==> config.mk <==
export PLATFORM = sky130hd
export DESIGN_NAME = dm_access_ctrl
export DESIGN_NICKNAME = d
export VERILOG_FILES = /design/src/rtl/dm_access_ctrl.sv
export SDC_FILE = /design/constraint.sdc
export NUM_CORES = 1
export LEC_CHECK = 0
export CAP_MARGIN = 25
export CORE_UTILIZATION = 45
export DETAILED_ROUTE_END_ITERATION = 16
export PLACE_DENSITY_LB_ADDON = 0.1
export REMOVE_ABC_BUFFERS = 1
export SYNTH_ARGS = -nofsm -noshare
export SYNTH_HDL_FRONTEND = slang
export SYNTH_SLANG_ARGS = --single-unit
==> constraint.sdc <==
create_clock -name clk_i -period 5.25 [get_ports clk_i]
set_input_delay 1.05 -clock clk_i [delete_from_list [all_inputs] [get_ports clk_i]]
set_output_delay 1.05 -clock clk_i [all_outputs]
set_load 0.01 [all_outputs]
==> src/rtl/dm_access_ctrl.sv <==
// MEM-stage load/store sequencer for a variable-latency data memory.
// Builds byte enables and lane-replicated store data, extends load results, and flags misalignment and timeouts.
module dm_access_ctrl #(
    parameter int unsigned TIMEOUT = 16
) (
    input  logic        clk_i,
    input  logic        reset_i,
    input  logic        req_valid_i,
    input  logic        req_we_i,
    input  logic [1:0]  req_size_i,
    input  logic        req_signed_i,
    input  logic [31:0] req_addr_i,
    input  logic [31:0] req_wdata_i,
    output logic        stall_o,
    output logic        done_o,
    output logic [31:0] rdata_o,
    output logic        addr_err_o,
    output logic        bus_err_o,
    output logic        mem_req_o,
    output logic        mem_we_o,
    output logic [31:0] mem_addr_o,
    output logic [3:0]  mem_be_o,
    output logic [31:0] mem_wdata_o,
    input  logic [31:0] mem_rdata_i,
    input  logic        mem_ready_i
);

    typedef enum logic [1:0] {
        ST_IDLE = 2'b00,
        ST_WAIT = 2'b01,
        ST_DONE = 2'b10
    } state_t;

    localparam logic [7:0] CNT_LAST = 8'(TIMEOUT - 1);

    state_t      state_q, state_d;
    logic [7:0]  cnt_q, cnt_d;
    logic        we_q, we_d;
    logic [1:0]  size_q, size_d;
    logic        sgn_q, sgn_d;
    logic [1:0]  lo_q, lo_d;
    logic        done_q, done_d;
    logic        aerr_q, aerr_d;
    logic        berr_q, berr_d;
    logic        mem_req_q, mem_req_d;
    logic        mem_we_q, mem_we_d;
    logic [31:0] mem_addr_q, mem_addr_d;
    logic [3:0]  mem_be_q, mem_be_d;
    logic [31:0] mem_wdata_q, mem_wdata_d;
    logic [31:0] rdata_q, rdata_d;

    function automatic logic misaligned(input logic [1:0] size, input logic [1:0] lo);
        logic bad;
        case (size)
            2'b00:   bad = 1'b0;
            2'b01:   bad = lo[0];
            2'b10:   bad = (lo != 2'b00);
            default: bad = 1'b1;
        endcase
        return bad;
    endfunction

    function automatic logic [3:0] byte_en(input logic [1:0] size, input logic [1:0] lo);
        logic [3:0] be;
        case (size)
            2'b00:   be = 4'b0001 << lo;
            2'b01:   be = lo[1] ? 4'b1100 : 4'b0011;
            default: be = 4'b1111;
        endcase
        return be;
    endfunction

    function automatic logic [31:0] lane_repl(input logic [1:0] size, input logic [31:0] wd);
        logic [31:0] r;
        case (size)
            2'b00:   r = {4{wd[7:0]}};
            2'b01:   r = {2{wd[15:0]}};
            default: r = wd;
        endcase
        return r;
    endfunction

    function automatic logic [31:0] extract(input logic [1:0] size, input logic sgn,
                                            input logic [1:0] lo, input logic [31:0] w);
        logic [7:0]  b;
        logic [15:0] h;
        logic [31:0] r;
        case (lo)
            2'b00:   b = w[7:0];
            2'b01:   b = w[15:8];
            2'b10:   b = w[23:16];
            default: b = w[31:24];
        endcase
        h = lo[1] ? w[31:16] : w[15:0];
        case (size)
            2'b00:   r = {{24{sgn & b[7]}}, b};
            2'b01:   r = {{16{sgn & h[15]}}, h};
            default: r = w;
        endcase
        return r;
    endfunction

    // State and datapath registers; reset drops mem_req immediately.
    always_ff @(posedge clk_i or posedge reset_i) begin
        if (reset_i) begin
            state_q     <= ST_IDLE;
            cnt_q       <= 8'd0;
            we_q        <= 1'b0;
            size_q      <= 2'b00;
            sgn_q       <= 1'b0;
            lo_q        <= 2'b00;
            done_q      <= 1'b0;
            aerr_q      <= 1'b0;
            berr_q      <= 1'b0;
            mem_req_q   <= 1'b0;
            mem_we_q    <= 1'b0;
            mem_addr_q  <= 32'd0;
            mem_be_q    <= 4'd0;
            mem_wdata_q <= 32'd0;
            rdata_q     <= 32'd0;
        end else begin
            state_q     <= state_d;
            cnt_q       <= cnt_d;
            we_q        <= we_d;
            size_q      <= size_d;
            sgn_q       <= sgn_d;
            lo_q        <= lo_d;
            done_q      <= done_d;
            aerr_q      <= aerr_d;
            berr_q      <= berr_d;
            mem_req_q   <= mem_req_d;
            mem_we_q    <= mem_we_d;
            mem_addr_q  <= mem_addr_d;
            mem_be_q    <= mem_be_d;
            mem_wdata_q <= mem_wdata_d;
            rdata_q     <= rdata_d;
        end
    end

    // Next-state logic; completion pulses are registered on entry to DONE.
    always_comb begin
        state_d     = state_q;
        cnt_d       = cnt_q;
        we_d        = we_q;
        size_d      = size_q;
        sgn_d       = sgn_q;
        lo_d        = lo_q;
        done_d      = 1'b0;
        aerr_d      = 1'b0;
        berr_d      = 1'b0;
        mem_req_d   = mem_req_q;
        mem_we_d    = mem_we_q;
        mem_addr_d  = mem_addr_q;
        mem_be_d    = mem_be_q;
        mem_wdata_d = mem_wdata_q;
        rdata_d     = rdata_q;
        case (state_q)
            ST_IDLE: begin
                if (req_valid_i) begin
                    we_d   = req_we_i;
                    size_d = req_size_i;
                    sgn_d  = req_signed_i;
                    lo_d   = req_addr_i[1:0];
                    if (misaligned(req_size_i, req_addr_i[1:0])) begin
                        state_d = ST_DONE;
                        done_d  = 1'b1;
                        aerr_d  = 1'b1;
                    end else begin
                        state_d     = ST_WAIT;
                        cnt_d       = 8'd0;
                        mem_req_d   = 1'b1;
                        mem_we_d    = req_we_i;
                        mem_addr_d  = {req_addr_i[31:2], 2'b00};
                        mem_be_d    = byte_en(req_size_i, req_addr_i[1:0]);
                        mem_wdata_d = lane_repl(req_size_i, req_wdata_i);
                    end
                end else begin
                    state_d = ST_IDLE;
                end
            end
            ST_WAIT: begin
                cnt_d = cnt_q + 8'd1;
                // A response on the final allowed cycle wins over the timeout.
                if (mem_ready_i) begin
                    state_d   = ST_DONE;
                    done_d    = 1'b1;
                    mem_req_d = 1'b0;
                    if (!we_q) begin
                        rdata_d = extract(size_q, sgn_q, lo_q, mem_rdata_i);
                    end else begin
                        rdata_d = rdata_q;
                    end
                end else if (cnt_q == CNT_LAST) begin
                    state_d   = ST_DONE;
                    done_d    = 1'b1;
                    berr_d    = 1'b1;
                    mem_req_d = 1'b0;
                end else begin
                    state_d = ST_WAIT;
                end
            end
            ST_DONE: begin
                cnt_d   = 8'd0;
                state_d = ST_IDLE;
            end
            default: begin
                state_d   = ST_IDLE;
                cnt_d     = 8'd0;
                mem_req_d = 1'b0;
            end
        endcase
    end

    assign stall_o     = ((state_q == ST_IDLE) && req_valid_i) || (state_q == ST_WAIT);
    assign done_o      = done_q;
    assign addr_err_o  = aerr_q;
    assign bus_err_o   = berr_q;
    assign rdata_o     = rdata_q;
    assign mem_req_o   = mem_req_q;
    assign mem_we_o    = mem_we_q;
    assign mem_addr_o  = mem_addr_q;
    assign mem_be_o    = mem_be_q;
    assign mem_wdata_o = mem_wdata_q;

endmodule

Word-level counts from Yosys, hierarchy flattened

Index checks and enable logic that the tools add are counted.

Register bits after elaboration: 119
Output and inout bits: 106

Add/subtract/negate cells: 1
Eq/ne operators: 11
Shifts and indexed selects: 1
Muxes and demuxes: 33
Bitwise operators: 5
Reductions and logical operators: 12

Operators with widths:

| operator              | count |
|---|---|
| $pmux W32 S2          | 2 |
| $mux W8               | 5 |
| $pmux W8 S3           | 1 |
| $mux W16              | 1 |
| $pmux W8 S2           | 1 |
| $mux W1               | 13 |
| $add A8 B1 Y8 const B | 1 |
| $eq A2 B1 Y1 const B  | 4 |
| $eq A8 B4 Y1 const B  | 1 |
| $logic_not A2 Y1      | 4 |
| $mux W2               | 4 |
| $pmux W4 S2           | 1 |
| $eq A2 B2 Y1 const B  | 3 |
| $pmux W1 S3           | 2 |
| $reduce_and A3 Y1     | 2 |
| $mux W4               | 1 |
| $ne A2 B2 Y1 const B  | 2 |
| $pmux W2 S2           | 1 |
| $reduce_and A2 Y1     | 2 |
| $reduce_and A4 Y1     | 1 |
| $shl A1 B2 Y4 const A | 1 |
| $ne A3 B3 Y1 const B  | 1 |
| $not A1 Y1            | 3 |
| $and A1 B1 Y1         | 2 |
| other kinds (4)       | 4 |

Logic depth before layout (Yosys ltp)

Gate-level depths: netlist (run 1).

Word-level depth: 7
Gate-level depth with buffers: 6

Worst setup path before layout (run 1)

No wires, ideal clock.

Path type: input to output
From: input port req_valid_i
To: output port stall_o
Data arrival time: 1.699 ns
Data required time: 4.200 ns
Path slack: 2.501 ns
Stages: 3
Cells stage by stage: or3b_1 -> buf_2 -> nand2_1

Cells in the longest elaborated chain, start to end: 2

Ends and longest elaborated chain:

| element             | line | RTL |
|---|---|---|
| start, declared     | 8    | `input logic req_valid_i,` |
| $logic_and A1 B1 Y1 | 214  | `assign stall_o = ((state_q == ST_IDLE) && req_valid_i) \|\| (state_q == ST_WAIT);` |
| $logic_or A1 B1 Y1  | 214  |  |
| end, declared       | 14   | `output logic stall_o,` |

Every way passes these cells.

Worst setup path in the final report (run 1)

Same ends and word-level chain as after synthesis.

==> metrics.md, run 1 <==
| Metric | Value |
|---|---|
| Status | `completed` |
| Core area | `roughly 12000 um2` |
| Startpoint types | `input pin` |
| CTS H-tree lvls | `4` |
| GPL Wtd Cong | `0.822` |
| Comb pwr share | `0.367` |
| Final ANT Viol Nets | `0` |
| Post-route cell area | `8570 um2` |
| 1st-pass router iterations | `4` |
| Die area | `13100 um2` |
| CP max stage cell | `or3b_1` |
| Via density | `5.38` |
| Total CTS buffers | `17` |
| Critical path class | `input pin to primary output` |
| Crit path time final | `3.84 ns` |
| Dpl cell area | `between 7000 and 8000 um2` |
| Ratio of cells with drive above 1 in the final layout | `0.126` |
| Mapped Cells | `487` |
| CTS clk-pin slew, worst paths | `roughly 0.05 ns` |
| Syn Std Cell Area | `5690 um2` |
| Setup TNS | `0 ns` |
| Power Total | `4470 uW` |
| Routed WL per cell | `around 18 um` |
| Initial antenna violation count | `0` |
| Max cap viols | `0` |
| PwrDens | `~520 nW/um2` |
| Unique masters post-synth | `57` |
| WL final | `between 15000 and 20000 um` |
| Most used cell, CP | `clkdlybuf4s50_1` |
| DRC | `0` |
| Fin Clk Skew | `around 0.0061 ns` |
| CP cell instances | `clkdlybuf4s50_1 > or3b_1 > nand2_1 > clkdlybuf4s50_1` |
| Nets | `around 800` |
| Initial Util | `0.468` |
| Reg power frac | `0.340` |
| Root buffer cell | `clkbuf_16` |
| Ys async rst share | `1.00` |
| Final setup vio count | `0` |
| Post-synthesis average cell area | `between 10 and 15 um2` |
| P_sw | `about 1300 uW` |
| Rows | `40` |
| Number of global-route vias before repair | `between 4000 and 5000` |
| Pleak | `around 0.0036 uW` |
| Die X | `around 110 um` |
| DRT iter0 DRCs | `between 300 and 400` |
| FMAX | `261 MHz` |
| Number of synthesized flops with an enable pin | `0` |
| Die Ht | `between 100 and 150 um` |
| Unrepaired setup endpoints after global routing | `false` |
| Largest net degree at the start of global routing | `64` |
| Final Slew Violations | `0` |
| Clock Sinks | `roughly 120` |
| Area of the multi-input gates | `around 2500 um2` |
| Area Overhead vs Synth | `50.5%` |
| Slew margin rel. | `0.456` |
| HP Class | `register to register` |
| Global route overflow | `0` |
| Worst setup EP type | `primary output` |
| Total number of vias | `4661` |
| Worst EP arrival | `between 2 and 3 ns` |
| Syn. warnings | `0` |
| CP peak stage delay | `approximately 0.56 ns` |
| # resized after CTS | `0` |
| Post-CTS Setup Repair Bufs | `0` |
| Final period util | `0.731` |
| Peak supply drop | `around 0.32 mV` |
| Switching part of the total | `0.296` |
| Later-pin clock latency in the skew report | `between 0.4 and 0.5 ns` |
| Worst Setup Slack, final | `about 1.4 ns` |
| Maximum clock path buffer count | `2` |
| Final hold vios | `0` |
| Seq/Total Area, Yosys | `0.523` |
| WP buf/inv | `2` |
| Crit path required time | `between 4 and 5 ns` |
| Crit path max fanout | `13` |
| Storage element area | `2980 um2` |
| IO Port Bufs | `207` |
| Global-route wire length before repair | `~24000 um` |
| Slew @ Worst Pin | `~0.8 ns` |
| Largest delay share family, worst path | `buffers and inverters` |
| Synth Flop Type | `dfrtp_1` |
| N_diodes | `0` |
| Post-DP HPWL | `~11000 um` |
| CTS tree | `built` |
| Hold-fix buffers, CTS | `0` |
| Ports | `210` |
| Total GRT Usage | `0.242` |
| Internal power | `3140 uW` |
| Dpl ws | `1.42 ns` |
| Synth Register Bits | `roughly 120` |
| Clock network power share | `0.293` |
| Layout fillers | `about 900` |
## cells by family after synthesis
kind of cell | count (synthesis) | share of synthesized area
DFF | 119 | 0.523
and+or+nand+nor | 115 | 0.102
muxes | 99 | 0.195
adders and majority gates | 1 | 0.00220
AOI/OAI and AO/OA | 106 | 0.131
xor gates and xnor gates | 2 | 0.00308
buffers and inverters | 44 | 0.0420
other | 1 | 0.000659
## through the flow
stage	hold WS, ns	cells	utilization
floorplan	0.461	450	-
detailed placement	0.473	836	0.649
global route	0.503	867	0.704
global placement	0.459	834	0.646
finish	0.479	867	0.704
CTS	0.485	867	0.704
## placed cells by master, fill, tap and decap left out, drive strengths merged, types with 3 or more instances in the layout
master / netlist / final
a211oi: 13 / 13
a21o: 4 / 4
a21oi: 20 / 20
a22o: 4 / 4
a31oi: 3 / 3
buf: 22 / 11
bufinv: 0 / 5
clkbuf: 16 / 24
clkdlybuf4s50: 0 / 207
dfrtp: 119 / 119
inv: 6 / 6
mux2: 87 / 87
mux2i: 11 / 11
nand2: 39 / 39
nand2b: 7 / 7
nand3: 3 / 3
nor2: 32 / 32
nor2b: 5 / 5
nor3b: 10 / 10
nor4: 4 / 4
o211a: 3 / 3
o211ai: 3 / 3
o21ai: 12 / 12
o22ai: 16 / 16
o2bb2ai: 3 / 3
o31ai: 6 / 6
o32ai: 6 / 6
## layer usage
metal	GRT usage	up-vias	routed length (um)
li1	-	2179	-
met5	0	-	0
met4	0.0892	0	237
met2	0.394	184	7420
met3	0.105	24	1410
met1	0.286	2274	6290
## layout make-up
class	count	share of cell area
Clock buffer	24	0.0597
Clock inverter	7	0.0190
Inverter	6	0.00292
Multi-Input combinational cell	325	0.292
Sequential cell	119	0.348
Tap cell	168	0.0245
Timing Repair Buffer	218	0.254
## cells in the mapped netlist (all sizes together), types with 2 or more instances
cell,count,area [um2]
inv,6,22.5
or4,2,15.0
or3b,2,17.5
nor2,32,120
a221o,2,20.0
nand3b,2,15.0
dfrtp,119,2980
a211oi,13,97.6
a21oi,20,100
a31oi,3,18.8
a211o,2,17.5
a21o,4,30.0
o21bai,2,15.0
o22ai,16,100
mux2i,11,110
mux2,87,980
nor4,4,25.0
a22o,4,35.0
o2bb2ai,3,26.3
nor3b,10,75.1
o211ai,3,22.5
o31ai,6,45.0
nand2b,7,43.8
o32ai,6,52.6
clkbuf,16,60.1
buf,22,156
nor2b,5,31.3
nand3,3,15.0
xnor2,2,17.5
o21ai,12,60.1
o211a,3,30.0
nand2,39,146
## power groups by stage
stage / registers [uW] / clock network, uW / logic, uW
2_1_floorplan: 1660 / 0 / 518
3_3_place_gp: 1510 / 0 / 1600
3_5_place_dp: 1530 / 0 / 1640
4_1_cts: 1520 / 1330 / 1660
5_1_grt: 1570 / 1380 / 1760
6_report: 1520 / 1310 / 1640
## worst paths after layout
kind                             startpoint          end  slack (ns)  depth (start not counted)
worst min register to register   rdata_o[3]   rdata_o[3]        0.48                          2
min in group asynchronous           reset_i   rdata_o[0]        1.02                          2
worst max-delay path            req_valid_i      stall_o        1.41                          4
worst min-delay path             rdata_o[3]   rdata_o[3]        0.48                          2
worst max register to register      lo_q[1]  rdata_o[10]        2.88                          3
max in group asynchronous           reset_i  rdata_o[15]        3.15                          4
## sequential cells by signal, indices dropped and copies added, names as in the netlist
signal,flops
bus_err_o,1
mem_be_o,4
state_q,2
done_o,1
mem_we_o,1
we_q,1
mem_req_o,1
mem_wdata_o,32
sgn_q,1
size_q,2
addr_err_o,1
cnt_q,8
lo_q,2
mem_addr_o,30
rdata_o,32
## worst reg2reg max path: cells and delay by family (launching register included)
kind	cells	cell delay [ns]
muxes	1	0.65
DFF	1	0.78
AOI/OAI and AO/OA	2	0.79
Power figures use the tool's default switching activity.
==> inputs of run 2 (changes only) <==
clock period = 3.7 ns   (was 5.25 ns; I/O delays follow)
==> metrics.md, run 2 (synthesis gave the netlist of run 1 again) <==
| Metric | Value |
|---|---|
| Status | `completed (unchanged)` |
| Global route overflow | `0 (unchanged)` |
| CP peak stage delay | `0.54 ns (was 0.56 ns)` |
| Worst EP arrival | `2.27 ns (was 2.79 ns)` |
| Nets | `794 (was 792)` |
| Setup TNS | `0 ns (unchanged)` |
| Dpl cell area | `7900 um2 (was 7890 um2)` |
| Final setup vio count | `0 (unchanged)` |
| DRC | `0 (unchanged)` |
| CTS clk-pin slew, worst paths | `0.05 ns (about the same)` |
| Later-pin clock latency in the skew report | `0.41 ns (about the same)` |
| Core area | `12200 um2 (unchanged)` |
| Fin Clk Skew | `0.00509 ns (was 0.00610 ns)` |
| Most frequent cells in the layout | `clkdlybuf4s50_1, dfrtp_1, mux2_1 (unchanged)` |
| PwrDens | `725 nW/um2 (was 522 nW/um2)` |
| Most common cell after layout, fill and taps aside | `clkdlybuf4s50_1 (unchanged)` |
| GPL Wtd Cong | `0.833 (was 0.822)` |
| Peak supply drop | `0.475 mV (was 0.322 mV)` |
| Final ANT Viol Nets | `0 (unchanged)` |
| Startpoint types | `input pin (unchanged)` |
| Initial antenna violation count | `0 (unchanged)` |
| IO Port Bufs | `207 (unchanged)` |
| CTS H-tree lvls | `4 (unchanged)` |
| Crit path time final | `between 3 and 4 ns` |
| Final period util | `0.813` |
| Final std cells w/o fill | `870 (was 867)` |
| Comb pwr share | `0.377 (was 0.367)` |
| DRT iter0 DRCs | `344 (was 312)` |
| Slew @ Worst Pin | `0.689 ns (was 0.816 ns)` |
| Hold-fix buffers, CTS | `0 (unchanged)` |
| Area of the multi-input gates | `2500 um2 (unchanged)` |
| Worst setup EP type | `primary output (unchanged)` |
| Routed WL per cell | `17.8 um (was 17.7 um)` |
| Reg power frac | `0.348 (was 0.340)` |
| P_sw | `1870 uW (was 1320 uW)` |
| Pleak | `0.00356 uW (about the same)` |
| Unrepaired setup endpoints after global routing | `false (unchanged)` |
| Post-DP HPWL | `10700 um (about the same)` |
| CP max stage cell | `clkdlybuf4s50_1 (was or3b_1)` |
| Maximum clock path buffer count | `2 (unchanged)` |
| WL final | `15500 um (was 15400 um)` |
| Ports | `210 (unchanged)` |
| CTS tree | `built (unchanged)` |
| Via density | `5.47 (was 5.38)` |
| FMAX | `roughly 330 MHz` |
| Final hold vios | `0 (unchanged)` |
| Placed Cells | `837 (was 836)` |
| N_diodes | `0 (unchanged)` |
| Post-route cell area | `8550 um2 (was 8570 um2)` |
| 1st-pass router iterations | `5 (was 4)` |
| Total CTS buffers | `17 (unchanged)` |
| Area Overhead vs Synth | `50.3% (was 50.5%)` |
| Storage element area | `2980 um2 (unchanged)` |
| Utilization of the core after routing | `0.703 (was 0.704)` |
| Switching part of the total | `0.302 (was 0.296)` |
| Post-CTS Setup Repair Bufs | `0 (unchanged)` |
| Die Ht | `114 um (unchanged)` |
| Layout fillers | `927 (was 899)` |
| Total number of vias | `4763 (was 4661)` |
| Final Slew Violations | `0 (unchanged)` |
| Number of global-route vias before repair | `4941 (was 4928)` |
| Root buffer cell | `clkbuf_16 (unchanged)` |
| Initial Util | `0.468 (unchanged)` |
| Clock network power share | `0.276 (was 0.293)` |
| Rows | `40 (unchanged)` |
| Most used cell, CP | `clkdlybuf4s50_1 (unchanged)` |
| Total GRT Usage | `0.249 (was 0.242)` |
| Internal power | `4320 uW (was 3140 uW)` |
| HP Class | `register to register (unchanged)` |
| Slew margin rel. | `0.539 (was 0.456)` |
| Global-route wire length before repair | `24900 um (was 24300 um)` |
| Ratio of cells with drive above 1 in the final layout | `0.128 (was 0.126)` |
| Hold WS | `0.480 ns (was 0.479 ns)` |
| Critical path class | `input pin to primary output (unchanged)` |
| Largest net degree at the start of global routing | `64 (unchanged)` |
| CP cell instances | `clkdlybuf4s50_1 > or3b_1 > nand2_1 > clkdlybuf4s50_1 (unchanged)` |
| Die area | `13100 um2 (unchanged)` |
| # resized after CTS | `0 (unchanged)` |
| Max cap viols | `0 (unchanged)` |
| Crit path max fanout | `4 (was 13)` |
| Clock Sinks | `119 (unchanged)` |
| Crit path required time | `2.96 ns (was 4.20 ns)` |
| Die X | `114 um (unchanged)` |
## run 2: worst max-delay path: cells and delay by family
family        cells  cell delay [ns]
buf+inv           2             1.05
simple gates      2             0.47
## run 2: layout make-up
class,instances,share of cell area
inverters,6,0.00293
clock buffers,24,0.0587
well taps,168,0.0246
clock inverters,8,0.0138
multi-input cells,325,0.293
repair buffers,220,0.259
flip-flops and latches,119,0.348
## run 2: final timing paths
check,startpoint,endpoint,slack (ns),cells after the start
max in group asynchronous,reset_i,rdata_o[27],2.14,3
min,mem_be_o[0],mem_be_o[0],0.48,1
max reg2reg,lo_q[1],rdata_o[8],1.43,3
max,req_valid_i,stall_o,0.69,4
min reg2reg,mem_be_o[0],mem_be_o[0],0.48,1
min in group asynchronous,reset_i,rdata_o[14],0.78,2
## run 2: per-stage QoR
stage          power, uW  setup WS (ns)
2_1_floorplan       3090         -0.813
3_3_place_gp        4420          0.704
3_5_place_dp        4490          0.701
4_1_cts             6230          0.687
5_1_grt             6530          0.611
6_report            6200          0.691
## run 2: routing by layer
metal / track usage / wire [um] / up-vias
li1: - / - / 2182
met1: 0.290 / 6200 / 2363
met2: 0.409 / 7610 / 200
met3: 0.114 / 1470 / 18
met4: 0.0797 / 212 / 0
met5: 0 / 0 / -
## run 2: power groups by stage
stage               sequential [uW]  combinational [uW]  clock [uW]
global placement               2180                2240           0
floorplan                      2360                 735           0
CTS                            2190                2310        1740
global route                   2220                2510        1800
detailed placement             2200                2290           0
finish                         2150                2340        1710
==> inputs of run 3 (changes only) <==
CORE_UTILIZATION = 41   (was 45)
clock period = 2.7 ns   (was 3.7 ns; I/O delays follow)
==> metrics.md, run 3 (synthesis gave the netlist of run 1 again) <==
| Metric | Value |
|---|---|
| Nets | `805 (was 794)` |
| DRT iter0 DRCs | `310 (was 344)` |
| # resized after CTS | `0 (unchanged)` |
| Total number of vias | `4752 (was 4763)` |
| R2R setup slack | `0.89 ns (was 1.43 ns)` |
| Setup TNS | `0 ns (unchanged)` |
| Total GRT Usage | `0.233 (was 0.249)` |
| Most frequent cells in the layout | `clkdlybuf4s50_1, dfrtp_1, mux2_1 (unchanged)` |
| Area Overhead vs Synth | `51.0% (was 50.3%)` |
| Final setup vio count | `0 (unchanged)` |
| CP cell instances | `clkdlybuf4s50_1 > or3b_1 > nand2_1 > clkdlybuf4s50_1 (unchanged)` |
| Hold EP | `mem_be_o[0] (unchanged)` |
| Hold WS | `0.484 ns (was 0.480 ns)` |
| Clock Sinks | `119 (unchanged)` |
| GPL Wtd Cong | `0.817 (was 0.833)` |
| Capturing point of the worst reg2reg path | `mem_be_o[3] (was rdata_o[8])` |
| Most used cell, CP | `clkdlybuf4s50_1 (unchanged)` |
| Die area | `14400 um2 (was 13100 um2)` |
| Crit path required time | `2.16 ns (was 2.96 ns)` |
| Global route overflow | `0 (unchanged)` |
| Worst setup EP type | `primary output (unchanged)` |
| Global-route wire length before repair | `25800 um (was 24900 um)` |
| Final ANT Viol Nets | `0 (unchanged)` |
| CTS H-tree lvls | `4 (unchanged)` |
| Rows | `42 (was 40)` |
| Total CTS buffers | `17 (unchanged)` |
| WP buf/inv | `2 (unchanged)` |
| Final hold vios | `0 (unchanged)` |
| CTS clk-pin slew, worst paths | `0.05 ns (about the same)` |
| Post-CTS Setup Repair Bufs | `0 (unchanged)` |
| Reg2reg start | `state_q[1] (was lo_q[1])` |
| Post-DP HPWL | `11200 um (was 10700 um)` |
| Utilization of the core after routing | `0.641 (was 0.703)` |
| Core area | `13400 um2 (was 12200 um2)` |
| Hold Path Stages | `1 (unchanged)` |
| Final period util | `0.950` |
| PwrDens | `970 nW/um2 (was 725 nW/um2)` |
| Die Ht | `120 um (was 114 um)` |
| 1st-pass router iterations | `5 (unchanged)` |
| Startpoint types | `input pin (unchanged)` |
| Hold-fix buffers, CTS | `0 (unchanged)` |
| Largest net degree at the start of global routing | `43 (was 64)` |
| WL final | `15900 um (was 15500 um)` |
| Crit path max fanout | `2 (was 4)` |
| DRC | `0 (unchanged)` |
| Final Slew Violations | `0 (unchanged)` |
| Maximum clock path buffer count | `2 (unchanged)` |
| Critical path class | `input pin to primary output (unchanged)` |
| Largest delay share family, worst path | `buffers and inverters (unchanged)` |
| Worst EP arrival | `2.03 ns (was 2.27 ns)` |
| Max cap viols | `0 (unchanged)` |
| FMAX | `between 300 and 400 MHz` |
| N_diodes | `0 (unchanged)` |
| Routed WL per cell | `17.9 um (was 17.8 um)` |
| Via density | `5.37 (was 5.47)` |
| Later-pin clock latency in the skew report | `0.41 ns (about the same)` |
| Root buffer cell | `clkbuf_16 (unchanged)` |
| Initial Util | `0.425 (was 0.468)` |
| Fin Clk Skew | `0.00429 ns (was 0.00509 ns)` |
| Slew @ Worst Pin | `0.671 ns (was 0.689 ns)` |
| IO Port Bufs | `207 (unchanged)` |
| Power Total | `8330 uW (was 6200 uW)` |
| CP peak stage delay | `0.53 ns (was 0.54 ns)` |
| Status | `completed (unchanged)` |
| CP max stage cell | `clkdlybuf4s50_1 (unchanged)` |
| Most common cell after layout, fill and taps aside | `clkdlybuf4s50_1 (unchanged)` |
| HP Class | `register to register (unchanged)` |
| Hold_sp | `mem_be_o[0] (unchanged)` |
| Ratio of cells with drive above 1 in the final layout | `0.138 (was 0.128)` |
| Worst Reg-to-Reg Cells | `4 (was 3)` |
| Worst Setup Slack, final | `0.135 ns (was 0.691 ns)` |
| Initial antenna violation count | `0 (unchanged)` |
| Number of global-route vias before repair | `5038 (was 4941)` |
| CTS tree | `built (unchanged)` |
| Dpl ws | `0.129 ns (was 0.701 ns)` |
| Ports | `210 (unchanged)` |
| Die X | `120 um (was 114 um)` |
| Pleak | `0.00359 uW (was 0.00356 uW)` |
| Slew margin rel. | `0.552 (was 0.539)` |
| Unrepaired setup endpoints after global routing | `false (unchanged)` |
| Peak supply drop | `0.452 mV (was 0.475 mV)` |
| Crit path time final | `between 2 and 3 ns` |
==> run 3: changes by cell type in the layout (fill, tap and decap cells not counted), sizes merged <==
cell / change
buf: +11
clkbuf: +1
clkinv: -2
bufinv: -2
clkinvlp: -1
==> run 3: layout make-up <==
cell class	instances	area (um2)
fillers	1086	4810
flip-flops and latches	119	2980
multi-input cells	325	2500
repair buffers	231	2300
clock buffers	25	526
well taps	176	220
clock inverters	3	40.0
inverters	6	25.0
==> run 3: how the worst max path moves through the flow <==
stage / from / to / depth (start not counted)
3_3_place_gp: req_valid_i / stall_o / 4
6_report: req_valid_i / stall_o / 4
4_1_cts: req_valid_i / stall_o / 4
5_1_grt: req_valid_i / stall_o / 4
3_5_place_dp: req_valid_i / stall_o / 4
2_1_floorplan: req_addr_i[0] / mem_req_o / 3
==> run 3: power breakdown <==
part,internal (uW),switching (uW),leakage (uW)
clock,1410,757,0.000283
sequential,2480,423,0.00142
combinational,1890,1370,0.00188
total,5780,2550,0.00359
==> run 3: layer usage <==
metal | global-route usage | part of all wire | vias up
met3 | 0.0875 | 0.085 | 24
met2 | 0.380 | 0.49 | 171
met1 | 0.274 | 0.40 | 2355
met5 | 0 | 0 | -
li1 | - | - | 2202
met4 | 0.103 | 0.018 | 0
==> run 3: per-stage QoR <==
| stage | instances | area, um2 |
|---|---|---|
| after global routing | 885 | 8590 |
| final | 885 | 8590 |
| after floorplan | 450 | 5480 |
| after detailed placement | 857 | 8030 |
| after CTS | 885 | 8590 |
| after global placement | 856 | 8020 |
==> run 3: worst reg2reg max path, stage by stage, from the launching register on <==
cell and delay, ns:
dfrtp_1 0.46, or3b_1 0.42, buf_4 0.20, or3_1 0.37, a22o_1 0.24
